$ cat src/rtl/pc_pkg.sv
// Shared types and constants for the program-counter sequencer.
package pc_pkg;

    typedef enum logic [1:0] {
        BOOT = 2'b00,
        RUN  = 2'b01,
        HALT = 2'b10
    } pc_state_e;

    localparam int unsigned INSN_BYTES  = 32'd4;
    localparam int unsigned JREGION_LSB = 32'd28;

    // Instruction fetch addresses must land on a word boundary.
    function automatic logic is_misaligned(input logic [1:0] low_bits);
        return (low_bits != 2'b00);
    endfunction

endpackage

$ cat src/rtl/pc_incr_adder.sv
// Parametrised address adder; used for both pc+4 and the branch target.
module pc_incr_adder
    import pc_pkg::*;
#(
    parameter int unsigned ADDR_W = 32
) (
    input  logic [ADDR_W-1:0] a,
    input  logic [ADDR_W-1:0] b,
    output logic [ADDR_W-1:0] sum
);

    // Modulo 2^ADDR_W addition; carry out is intentionally discarded.
    assign sum = a + b;

endmodule

$ cat src/rtl/pc_sequencer.sv
// Registered program counter with BOOT/RUN/HALT control, prioritised
// next-PC selection and sticky misalignment detection.
module pc_sequencer
    import pc_pkg::*;
#(
    parameter int unsigned ADDR_W    = 32,
    parameter logic [31:0] RESET_VEC = 32'h0000_0000
) (
    input  logic              clk,
    input  logic              rst_n,
    input  logic              stall,
    input  logic              halt,
    input  logic              resume,
    input  logic              branch_taken,
    input  logic [15:0]       branch_imm,
    input  logic              jump,
    input  logic [25:0]       jump_idx,
    input  logic              jr,
    input  logic [ADDR_W-1:0] jr_addr,
    output logic [ADDR_W-1:0] pc,
    output logic [ADDR_W-1:0] pc_plus4,
    output logic              pc_valid,
    output logic              redirect,
    output logic              misalign_err
);

    localparam logic [ADDR_W-1:0] RESET_PC = RESET_VEC[ADDR_W-1:0];

    pc_state_e         state_r;
    pc_state_e         state_next_s;
    logic [ADDR_W-1:0] pc_r;
    logic [ADDR_W-1:0] pc_next_s;
    logic              pc_valid_r;
    logic              pc_valid_next_s;
    logic              redirect_r;
    logic              redirect_next_s;
    logic              misalign_err_r;
    logic              misalign_set_s;

    logic [ADDR_W-1:0] pc_plus4_s;
    logic [ADDR_W-1:0] branch_off_s;
    logic [ADDR_W-1:0] branch_target_s;
    logic [ADDR_W-1:0] jump_target_s;
    logic [ADDR_W-1:0] jr_target_s;

    pc_incr_adder #(.ADDR_W(ADDR_W)) u_plus4_adder (
        .a   (pc_r),
        .b   (ADDR_W'(INSN_BYTES)),
        .sum (pc_plus4_s)
    );

    // Word offset scaled to bytes and sign-extended to the PC width.
    assign branch_off_s = {{(ADDR_W-18){branch_imm[15]}}, branch_imm, 2'b00};

    pc_incr_adder #(.ADDR_W(ADDR_W)) u_branch_adder (
        .a   (pc_plus4_s),
        .b   (branch_off_s),
        .sum (branch_target_s)
    );

    // The jump keeps the current 256 MiB region; with a 28-bit PC there is no region.
    generate
        if (ADDR_W > JREGION_LSB) begin : g_jump_region
            assign jump_target_s = {pc_plus4_s[ADDR_W-1:JREGION_LSB], jump_idx, 2'b00};
        end else begin : g_jump_flat
            assign jump_target_s = {jump_idx, 2'b00};
        end
    endgenerate

    assign jr_target_s = {jr_addr[ADDR_W-1:2], 2'b00};

    // Next-state, next-PC and status flag selection.
    always_comb begin
        state_next_s    = state_r;
        pc_next_s       = pc_r;
        pc_valid_next_s = 1'b0;
        redirect_next_s = 1'b0;
        misalign_set_s  = 1'b0;
        case (state_r)
            BOOT: begin
                state_next_s    = RUN;
                pc_valid_next_s = 1'b1;
            end
            RUN: begin
                if (stall) begin
                    pc_next_s = pc_r;
                end else if (jr) begin
                    pc_next_s       = jr_target_s;
                    redirect_next_s = 1'b1;
                    misalign_set_s  = is_misaligned(jr_addr[1:0]);
                end else if (jump) begin
                    pc_next_s       = jump_target_s;
                    redirect_next_s = 1'b1;
                end else if (branch_taken) begin
                    pc_next_s       = branch_target_s;
                    redirect_next_s = 1'b1;
                end else begin
                    pc_next_s = pc_plus4_s;
                end
                // The update above still lands on the edge that enters HALT.
                if (halt) begin
                    state_next_s    = HALT;
                    pc_valid_next_s = 1'b0;
                end else begin
                    state_next_s    = RUN;
                    pc_valid_next_s = 1'b1;
                end
            end
            HALT: begin
                if (resume) begin
                    state_next_s    = RUN;
                    pc_valid_next_s = 1'b1;
                end else begin
                    state_next_s    = HALT;
                    pc_valid_next_s = 1'b0;
                end
            end
            default: begin
                state_next_s    = BOOT;
                pc_valid_next_s = 1'b0;
            end
        endcase
    end

    // State, PC and status registers with synchronous active-low reset.
    always_ff @(posedge clk) begin
        if (!rst_n) begin
            state_r        <= BOOT;
            pc_r           <= RESET_PC;
            pc_valid_r     <= 1'b0;
            redirect_r     <= 1'b0;
            misalign_err_r <= 1'b0;
        end else begin
            state_r        <= state_next_s;
            pc_r           <= pc_next_s;
            pc_valid_r     <= pc_valid_next_s;
            redirect_r     <= redirect_next_s;
            misalign_err_r <= misalign_err_r | misalign_set_s;
        end
    end

    assign pc           = pc_r;
    assign pc_plus4     = pc_plus4_s;
    assign pc_valid     = pc_valid_r;
    assign redirect     = redirect_r;
    assign misalign_err = misalign_err_r;

endmodule

$ cat config.mk
export PLATFORM = sky130hd
export DESIGN_NAME = pc_sequencer
export DESIGN_NICKNAME = d
export VERILOG_FILES = /design/src/rtl/pc_pkg.sv /design/src/rtl/pc_incr_adder.sv /design/src/rtl/pc_sequencer.sv
export SDC_FILE = /design/constraint.sdc
export NUM_CORES = 1
export LEC_CHECK = 0
export CORE_ASPECT_RATIO = 0.5
export CORE_MARGIN = 2
export CORE_UTILIZATION = 65
export DETAILED_ROUTE_END_ITERATION = 10
export DONT_BUFFER_PORTS = 1
export PLACE_DENSITY = 0.82
export SETUP_SLACK_MARGIN = 0.1
export SLEW_MARGIN = 40
export SYNTH_ARGS = -nofsm -noshare
export SYNTH_HDL_FRONTEND = slang
export SYNTH_SLANG_ARGS = --single-unit
$ cat constraint.sdc
create_clock -name clk -period 10.81 [get_ports clk]
set_clock_uncertainty 0.1 [all_clocks]
set_input_delay 2.7025 -clock clk [delete_from_list [all_inputs] [get_ports clk]]
set_output_delay 2.7025 -clock clk [all_outputs]
set_load 0.01 [all_outputs]
==> results.py <==
metrics = {
    "clock_network": {
        "postCtsSetupRepairBufs": 0,
        "clock_latency_ns": 0.28,
        "cts_buffers": 5,
        "clock-sinks": 34,
        "postCtsHoldBufs": 0,
        "cts-root-buf": "clkbuf_16",
        "cts_resized": 0,
        "clk_pin_slew_ns": 0.05,
        "htreeDepth": 2,
        "cts_tree": "done",
        "clk_path_buf_depth": 2,
    },
    "power": {
        "p_sw_share_pct": 36.0,
        "power_density_nw_per_um2": 106,
        "total_power_mw": 0.444,
        "p_int_mw": 0.284,
        "seqPwrFrac_pct": 33.9,
        "clkPwrFrac_pct": 32.6,
        "ir_drop_mv": 0.0672,
        "total_leakage_power_nw": 1.82,
        "pwr-share-comb_pct": 33.4,
        "p_switching_mw": 0.160,
    },
    "synth": {
        "synth_area_per_cell_sq_um": 7.22,
        "synth_edf_count": 0,
        "postSynthCellCount": 564,
        "synth_seq_cells": 34,
        "syn_area_sq_um": 4070,
        "yosysUniqueCellTypes": 69,
        "synthFlopType": "dfxtp_1",
        "ys_seq_area_share_pct": 16.7,
        "yosys_warnings": 0,
        "synthArstFlopShare_pct": 0,
    },
    "worst_setup_path": {
        "crit_arrival_ns": 2.67,
        "critical_path_class": "reg -> out",
        "cp-end-kind": "output port",
        "cp-start-kind": "register",
        "rr_worst_depth": 15,
        "required_ns": 8.01,
        "cp_slowest_cell": "dfxtp_1",
        "worstPathCellList": "and4_1 > nand4_2 > or3_4 > nor2_2 > and3_1 > nand3_1 > xnor2_1",
        "worstPathMaxFanout": 7,
        "slowest_delay_ns": 0.50,
    },
    "global_routing": {
        "use_met3_pct": 10.8,
        "busiest_layer": "met2",
        "use_met2_pct": 56.6,
        "grt_pass1_vias": 3589,
        "grt_pass1_wl_microns": 18000,
        "grt_max_degree": 48,
        "met1_usage_pct": 40.9,
        "track_usage_pct": 33.1,
        "grt_antenna_before_repair": 0,
        "globalRoute.totalOverflow": 0,
    },
    "floorplan": {
        "die_w_microns": 116,
        "initial_core_util_pct": 67.2,
        "rows": 20,
        "dieArea_sq_um": 6950,
        "core_sq_um": 6060,
        "fp.dieH_microns": 60.0,
        "ioPinCount": 149,
    },
    "job": {
        "drv_cap": 0,
    },
    "routing": {
        "drt_pass1_iterations": 5,
        "drcViolationCount": 0,
        "wirelength_microns": 11900,
        "vias_per_cell": 6.61,
        "drt_iter0_markers": 466,
        "routedWlPerCell_microns": 18.9,
        "ant_nets": 0,
        "vias": 4158,
    },
    "layout": {
        "final_common_cell": "nand2_1",
        "antennaDiodeCount": 0,
        "fillCellCount": 538,
        "final_cells": 629,
        "nets": 659,
        "drive_gt1_share_pct": 5.18,
        "layout_common_cells": "nand2_1, a21oi_1, nor2_1",
        "fin_area_sq_um": 4190,
        "area_delta_synth_final_pct": 3.01,
    },
    "sta": {
        "setup_violations": 0,
        "rsz0062_at_grt": "false",
        "setup_tns_ns": 0,
        "max_freq_ghz": 0.183,
        "finalHoldViolations": 0,
        "maxSlewHeadroom_pct": 54.6,
        "finalCritPeriodShare_pct": 50.6,
        "slew_viol_final": 0,
        "worst_slew_pin_slew_ns": 0.677,
        "post-route-min-period_ns": 5.47,
    },
    "placed_design": {
        "port_buffers": 0,
        "dpl_cell_area_sq_um": 4040,
        "dp_hpwl_microns": 9170,
        "gp_congestion": 0.891,
        "dp_cells": 621,
    },
    "worst_hold_path": {
        "hold_class": "reg -> reg",
        "hold_path_depth": 1,
    },
    "status": {
        "status": "finished, final reports clean",
    },
}
-- registers in the layout, indices dropped and copies added, names as in the netlist --
| signal | flops |
|---|---|
| state_r | 2 |
| redirect | 1 |
| pc | 30 |
| misalign_err | 1 |
-- worst max-delay path, delay by kind of cell, from the launching register on --
| family | cells | cell delay, ns |
|---|---|---|
| XOR/XNOR | 1 | 0.41 |
| AND/OR/NAND/NOR | 6 | 1.47 |
| flip-flops | 1 | 0.50 |
-- synth_stat cells (2+ instances only) --
library cell  count  area share, %
xor2_1           27            5.8
o22ai_1           3           0.46
buf_2             2           0.25
a211oi_1          8            1.5
and3_1            5           0.77
or3_1             3           0.46
nand3b_1          2           0.37
dfxtp_1          34             17
o21ai_0          39            4.8
or2_2             2           0.31
o211a_1           5            1.2
xnor2_1          26            5.6
buf_4             4           0.74
nor3_1            5           0.61
buf_1             4           0.37
nand4_1           7            1.1
nand2b_1          2           0.31
nor2_1           45            4.1
nor2b_1           2           0.31
a22o_1            2           0.43
o211ai_1         16            3.0
a21boi_0          2           0.37
inv_1             8           0.74
a21o_1           15            2.8
nand3_1          27            3.3
o2111ai_1         3           0.65
o21ai_1           4           0.49
clkbuf_1         24            2.2
o31ai_1           4           0.74
ha_1             36             11
nand2_1          78            7.2
a21oi_1          55            6.8
o21a_1            5           0.92
a2111oi_0         2           0.43
a31oi_1           9            1.4
o21bai_1          3           0.55
and4_1            6            1.3
mux2i_1           6            1.5
and2_1            4           0.61
-- cell families after synthesis --
family	synth area share, %
DFF	16.7
adders and majority gates	11.6
AOI/OAI and AO/OA	31.0
other	0.0921
muxes	1.48
xor gates and xnor gates	11.4
buffers and inverters	4.58
and+or+nand+nor	23.1
-- power by group through the flow --
stage	logic, mW	clock network [mW]	registers [mW]
5_1_grt	0.164	0.152	0.152
4_1_cts	0.147	0.146	0.150
3_3_place_gp	0.144	0	0.153
2_1_floorplan	0.127	0	0.149
3_5_place_dp	0.146	0	0.153
6_report	0.148	0.145	0.151
-- final cells by class --
type	instances	area, sq um	share of cell area [%]
multi-input combinational	490	3220	76.7
clock buffer	7	143	3.40
clock inverter	1	5.00	0.119
timing repair buffer	1	7.51	0.179
inverter	8	30.0	0.716
sequential	34	681	16.2
tap	88	110	2.63
-- metrics by stage --
step	utilization [%]	hold slack, ns	setup WS [ns]
2_1_floorplan	-	0.409	5.53
6_report	69.3	0.442	5.34
3_5_place_dp	66.8	0.431	5.17
4_1_cts	69.2	0.443	5.36
3_3_place_gp	66.8	0.422	5.25
5_1_grt	69.3	0.459	5.11
-- worst paths after layout --
| path | from | end | slack, ns |
|---|---|---|---|
| max | pc[9] | pc_plus4[30] | 5.34 |
| min | misalign_err | misalign_err | 0.44 |
| max reg2reg | pc[6] | pc[30] | 6.10 |
| min reg2reg | misalign_err | misalign_err | 0.44 |
-- metal layers --
| layer | routed length (microns) | part of all wire (%) |
|---|---|---|
| met1 | 4920 | 41 |
| met4 | 229 | 1.9 |
| met2 | 5540 | 47 |
| met5 | 0 | 0 |
| met3 | 1180 | 10 |
Note: power is estimated with default switching activity, not from simulation.
